<file path="config.mk">
export PLATFORM = sky130hd
export DESIGN_NAME = instr_fetch
export DESIGN_NICKNAME = d
export VERILOG_FILES = /design/src/rtl/instr_fetch_pkg.sv /design/src/rtl/fetch_fifo.sv /design/src/rtl/instr_fetch.sv
export SDC_FILE = /design/constraint.sdc
export NUM_CORES = 1
export LEC_CHECK = 0
export ABC_AREA = 1
export BUFFER_PORTS_ARGS = -buffer_cell sky130_fd_sc_hd__buf_4
export CAP_MARGIN = 25
export CORE_UTILIZATION = 45
export CTS_CLUSTER_DIAMETER = 200
export DETAILED_ROUTE_END_ITERATION = 12
export PLACE_DENSITY = 0.76
export SLEW_MARGIN = 20
export SYNTH_ARGS = -nofsm -noshare
export SYNTH_HDL_FRONTEND = slang
export SYNTH_HIERARCHICAL = 1
export SYNTH_SLANG_ARGS = --single-unit
</file>
<file path="constraint.sdc">
create_clock -name clk -period 8.5 [get_ports clk]
set_input_delay 0.85 -clock clk [delete_from_list [all_inputs] [get_ports clk]]
set_output_delay 0.85 -clock clk [all_outputs]
set_load 0.02 [all_outputs]
</file>
<file path="src/rtl/instr_fetch_pkg.sv">
// Shared definitions for the instruction fetch unit.
//   INST_W           : instruction / address width
//   PC_INC           : byte increment between sequential fetches
//   DEFAULT_RESET_PC : default address of the first fetch after reset
//   FIFO_W           : width of one buffer entry ({inst, pc})
//   fetch_state_e    : fetch FSM states
package instr_fetch_pkg;

  localparam int unsigned INST_W           = 32;
  localparam logic [31:0] PC_INC           = 32'd4;
  localparam logic [31:0] DEFAULT_RESET_PC = 32'd0;
  localparam int unsigned FIFO_W           = 2 * INST_W;

  typedef enum logic {
    ST_STOP = 1'b0,
    ST_RUN  = 1'b1
  } fetch_state_e;

endpackage

</file>
<file path="src/rtl/fetch_fifo.sv">
// Instruction buffer: a small synchronous FIFO with flush.
//   clk, rst     : clock, synchronous active-high reset
//   push, wdata  : write wdata at the tail (accepted when not full, or full with pop)
//   pop          : drop the head entry (ignored when empty)
//   flush        : discard all entries; overrides push and pop
//   rdata        : head entry, '0 while empty
//   full, empty  : occupancy flags
module fetch_fifo #(
  parameter int unsigned DEPTH = 2,
  parameter int unsigned WIDTH = 64
) (
  input  logic             clk,
  input  logic             rst,
  input  logic             push,
  input  logic             pop,
  input  logic             flush,
  input  logic [WIDTH-1:0] wdata,
  output logic [WIDTH-1:0] rdata,
  output logic             full,
  output logic             empty
);

  localparam int unsigned AW = (DEPTH > 1) ? $clog2(DEPTH) : 1;
  localparam logic [AW:0] FULL_CNT = DEPTH[AW:0];

  logic [AW-1:0]    wr_ptr_q, wr_ptr_d;
  logic [AW-1:0]    rd_ptr_q, rd_ptr_d;
  logic [AW:0]      count_q, count_d;
  logic [WIDTH-1:0] mem_q [DEPTH];
  logic             do_push, do_pop, mem_we;

  assign full  = (count_q == FULL_CNT);
  assign empty = (count_q == '0);
  assign rdata = empty ? '0 : mem_q[rd_ptr_q];

  always_comb begin
    do_pop   = pop && !empty;
    do_push  = push && (!full || do_pop);
    mem_we   = do_push && !flush;
    wr_ptr_d = wr_ptr_q;
    rd_ptr_d = rd_ptr_q;
    count_d  = count_q;
    if (flush) begin
      wr_ptr_d = '0;
      rd_ptr_d = '0;
      count_d  = '0;
    end else begin
      // DEPTH is a power of two, so pointers wrap by plain overflow.
      if (do_push) wr_ptr_d = wr_ptr_q + AW'(1);
      if (do_pop)  rd_ptr_d = rd_ptr_q + AW'(1);
      case ({do_push, do_pop})
        2'b10:   count_d = count_q + (AW+1)'(1);
        2'b01:   count_d = count_q - (AW+1)'(1);
        default: count_d = count_q;
      endcase
    end
  end

  always_ff @(posedge clk) begin
    if (rst) begin
      wr_ptr_q <= '0;
      rd_ptr_q <= '0;
      count_q  <= '0;
    end else begin
      wr_ptr_q <= wr_ptr_d;
      rd_ptr_q <= rd_ptr_d;
      count_q  <= count_d;
    end
  end

  // Storage needs no reset: rdata is masked while empty.
  always_ff @(posedge clk) begin
    if (mem_we) mem_q[wr_ptr_q] <= wdata;
  end

endmodule

</file>
<file path="src/rtl/instr_fetch.sv">
// Instruction fetch unit: walks a PC through a combinational ROM and queues
// {instruction, pc} pairs for a valid/ready consumer.
//   clk, rst                    : clock, synchronous active-high reset
//   run                         : fetch enable (STOP/RUN FSM)
//   rom_addr / rom_data         : combinational ROM address / word
//   redirect_valid/redirect_pc  : one-cycle branch/jump; flushes and reloads pc
//   inst, inst_pc, inst_valid   : head of the instruction buffer
//   inst_ready                  : consumer accepts the head when valid&ready
module instr_fetch
  import instr_fetch_pkg::*;
#(
  parameter logic [31:0] RESET_PC = DEFAULT_RESET_PC,
  parameter int unsigned DEPTH    = 2
) (
  input  logic        clk,
  input  logic        rst,
  input  logic        run,
  output logic [31:0] rom_addr,
  input  logic [31:0] rom_data,
  input  logic        redirect_valid,
  input  logic [31:0] redirect_pc,
  output logic [31:0] inst,
  output logic [31:0] inst_pc,
  output logic        inst_valid,
  input  logic        inst_ready
);

  localparam logic [31:0] RESET_PC_ALIGNED = {RESET_PC[31:2], 2'b00};

  fetch_state_e      state_q, state_d;
  logic [31:0]       pc_q, pc_d;
  logic              fifo_full, fifo_empty;
  logic              fetch, pop;
  logic [FIFO_W-1:0] fifo_rdata;

  assign rom_addr   = pc_q;
  assign inst_valid = !fifo_empty;
  assign inst       = fifo_rdata[FIFO_W-1:INST_W];
  assign inst_pc    = fifo_rdata[INST_W-1:0];

  always_comb begin
    // A redirect flushes the buffer, so it also suppresses pop and fetch.
    pop     = inst_valid && inst_ready && !redirect_valid;
    fetch   = (state_q == ST_RUN) && !redirect_valid && (!fifo_full || pop);
    state_d = run ? ST_RUN : ST_STOP;
    pc_d    = pc_q;
    if (redirect_valid) begin
      pc_d = {redirect_pc[31:2], 2'b00};
    end else if (fetch) begin
      pc_d = pc_q + PC_INC;
    end
  end

  always_ff @(posedge clk) begin
    if (rst) begin
      state_q <= ST_STOP;
      pc_q    <= RESET_PC_ALIGNED;
    end else begin
      state_q <= state_d;
      pc_q    <= pc_d;
    end
  end

  fetch_fifo #(
    .DEPTH (DEPTH),
    .WIDTH (FIFO_W)
  ) u_fifo (
    .clk   (clk),
    .rst   (rst),
    .push  (fetch),
    .pop   (pop),
    .flush (redirect_valid),
    .wdata ({rom_data, pc_q}),
    .rdata (fifo_rdata),
    .full  (fifo_full),
    .empty (fifo_empty)
  );

endmodule
</file>
==> reports/metrics.yaml <==
cells_and_area:
  areaGrowthSynthToFinish_pct: 28.10
  fin_util: 0.5871
  drive_above_1_share: 0.2479
  fillCellCount: 1400
  final_cells: 1152
  fin_area_um2: 9293
  fin_nets: 993
  n_antenna_cell: 0
place:
  post-place-ws_ns: 5.297
  dpl.cell_count: 1120
  place_area_um2: 8656
  gp_congestion: 0.8639
  dp.final_hpwl_um: 10760
  io_buffers: 161
hold_path:
  whs_path_depth: 1
  hold_path.class: "reg -> reg"
  hp-start: "u_fifo/rd_ptr_q"
logic_synthesis:
  synth_top_family_by_area: "simple AND/OR/NAND/NOR gates"
  synthAdderAreaFrac: 0.001725
  async_reset_ff_frac: 0
  yosysWarnings: 6
  synth_xor_area_frac: 0.006037
  synth-simple-area-share: 0.2173
  synth_cells: 763
  ys_ff_latch: 164
  synth_top_flop_cell: "edfxtp_1"
  yosysSeqAreaShare: 0.6292
  synthTopCellsByArea: "edfxtp_1, nand2_1, dfxtp_1, a21oi_1, inv_1"
  synth.most_common_cell: "nand2_1"
  synth_mux_area_frac: 0
  synth_edf_count: 128
  synth_top_area_frac: 0.5298
  yosys-top-cells-count: "nand2_1, edfxtp_1, a21oi_1, inv_1, nor2_1"
  syn_area_um2: 7254
  synth_top_cell_by_area: "edfxtp_1"
  synth.distinct_cells: 33
  synth_area_per_cell_um2: 9.508
  synth_compound_area_frac: 0.09210
setup_path:
  reg2reg_to: "u_fifo/mem_q[0][49]"
  worstSetupPathType: "reg -> out"
  cp_common_cell: "buf_4"
  worstSetupEndpointType: "primary output"
  cp_slowest_cell: "buf_4"
  cp.arrival_ns: 2.30
  crit-reg2reg-launch: "u_fifo/count_q[1]"
  crit_path_cell_trace: "buf_4 -> inv_2 -> buf_4 -> nand2_1 -> a21oi_1 -> buf_4"
  path_max_fanout: 65
  regToRegSetupSlack_ns: 5.36
  critical_path.max_stage_delay_ns: 0.55
  r2r_cells: 10
  cp-start-kind: "register"
  cp.required_ns: 7.65
cts:
  clk_latency_ns: 0.42
  cts_hold_buf: 0
  clk_pin_slew_worst_paths_ns: 0.06
  cts_tree: "yes"
  htreeDepth: 4
  cts-root-buf: "clkbuf_16"
  ctsResizeCount: 0
  cts.sinks: 164
  cts_buffer_depth: 2
  cts_inserted_buffers: 17
  post_cts_buffers: 0
drt:
  antenna_left: 0
  first_pass_iters: 5
  vias: 5772
  vias_per_cell: 5.010
  wirelength_um: 17090
  wl_per_cell_um: 14.83
  drc: 0
  drt-initial-drc-count: 364
sta:
  rsz0062_at_grt: "false"
  skew_ns: 0.01134
  hold_viol_final: 0
  min_period_over_period: 0.3702
  tns_ns: 0
  setup_slack_ns: 5.354
  holdWs_ns: 0.4623
  finalSetupViolCount: 0
  worstMarginPinSlew_ns: 0.7365
  maxSlewHeadroom: 0.5090
  layout_min_cycle_time_ns: 3.146
  max_freq_ghz: 0.3178
  finalMaxSlewViolations: 0
power:
  pwr_density_cell_nw_per_um2: 197.5
  p_leak_nw: 3.743
  peakVddDrop_v: 0.0001430
  power.total_mw: 1.836
grt:
  gr-usage-all-layers: 0.2061
  grt_pass1_vias: 5271
  grt_max_degree: 66
  grt_pass1_wl_um: 25960
  gr-total-overflow: 0
  antenna_found_initial: 0
floorplanning:
  num_rows: 46
  die_area_um2: 16630
  start_util: 0.4583
  die-height_um: 129.0
  die_w_um: 129.0
  coreArea_um2: 15830
  ios: 166
job:
  maxCapViolations: 0
run_status:
  status: "finished clean"
[worst max-delay path: cells and delay by family, from the launching register on]
family	cells	cell delay, ns
AOI/OAI and AO/OA	1	0.21
and+or+nand+nor	1	0.11
buffers and inverters	4	1.17
DFF	1	0.31
[cell usage in the layout (no fill, tap or decap), types with 7 or more instances in the layout]
| cell | instances |
|---|---|
| o21ai_0 | 19 |
| o21bai_1 | 7 |
| nor2_4 | 8 |
| inv_1 | 51 |
| clkbuf_16 | 17 |
| nor2_2 | 7 |
| dfxtp_1 | 35 |
| inv_2 | 7 |
| a21oi_1 | 93 |
| nand2_1 | 265 |
| nand3_1 | 38 |
| buf_4 | 168 |
| nor2_1 | 39 |
| edfxtp_1 | 128 |
[registers in the layout (all words and copies together) (netlist names), named ones only]
signal and flops:
u_fifo/mem_q 128, rom_addr 30, u_fifo/count_q 2, state_q 1, u_fifo/rd_ptr_q 1, u_fifo/wr_ptr_q 1
[how the worst max path moves through the flow]
stage                           to  depth (start not counted)
2_1_floorplan   u_fifo/mem_q[0][0]                          7
3_3_place_gp   u_fifo/mem_q[0][54]                          7
3_5_place_dp   u_fifo/mem_q[0][37]                          7
4_1_cts        u_fifo/mem_q[0][53]                         10
5_1_grt        u_fifo/mem_q[0][61]                         10
6_report               inst_pc[10]                          6
[layout make-up]
cell class              instances  area [um^2]  share of cell area
flip-flops and latches        164         4566              0.4913
multi-input cells             514         2341              0.2519
repair buffers                168         1261              0.1357
clock buffers                  18        429.2             0.04618
well taps                     216        270.3             0.02908
inverters                      58        217.7             0.02343
clock inverters                14        207.7             0.02235
[power by group]
| group | internal (mW) | switching [mW] | total, mW | leakage (nW) |
|---|---|---|---|---|
| Sequential | 0.881 | 0.0218 | 0.903 | 1.45 |
| Clock | 0.519 | 0.298 | 0.817 | 0.303 |
| Combinational | 0.0509 | 0.0646 | 0.116 | 1.99 |
[per-layer routing]
layer	wire (um)	vias up	track usage	share of wire
met5	0	-	0	0
met4	357	0	0.09135	0.021
li1	-	2852	-	-
met2	8500	187	0.3574	0.50
met3	945	31	0.04241	0.055
met1	7282	2702	0.2480	0.43
[kinds of logic (layout without fill, tap and decap cells)]
group                    Yosys count  count (layout)
AO/OA/AOI/OAI                    127             127
XOR/XNOR                           5               5
adder cells (fa/ha/maj)            1               1
buffers and inverters             90             258
flip-flops                       164             164
other                              1               6
AND/OR/NAND/NOR                  375             375
Note: power is estimated with default switching activity, not from simulation.
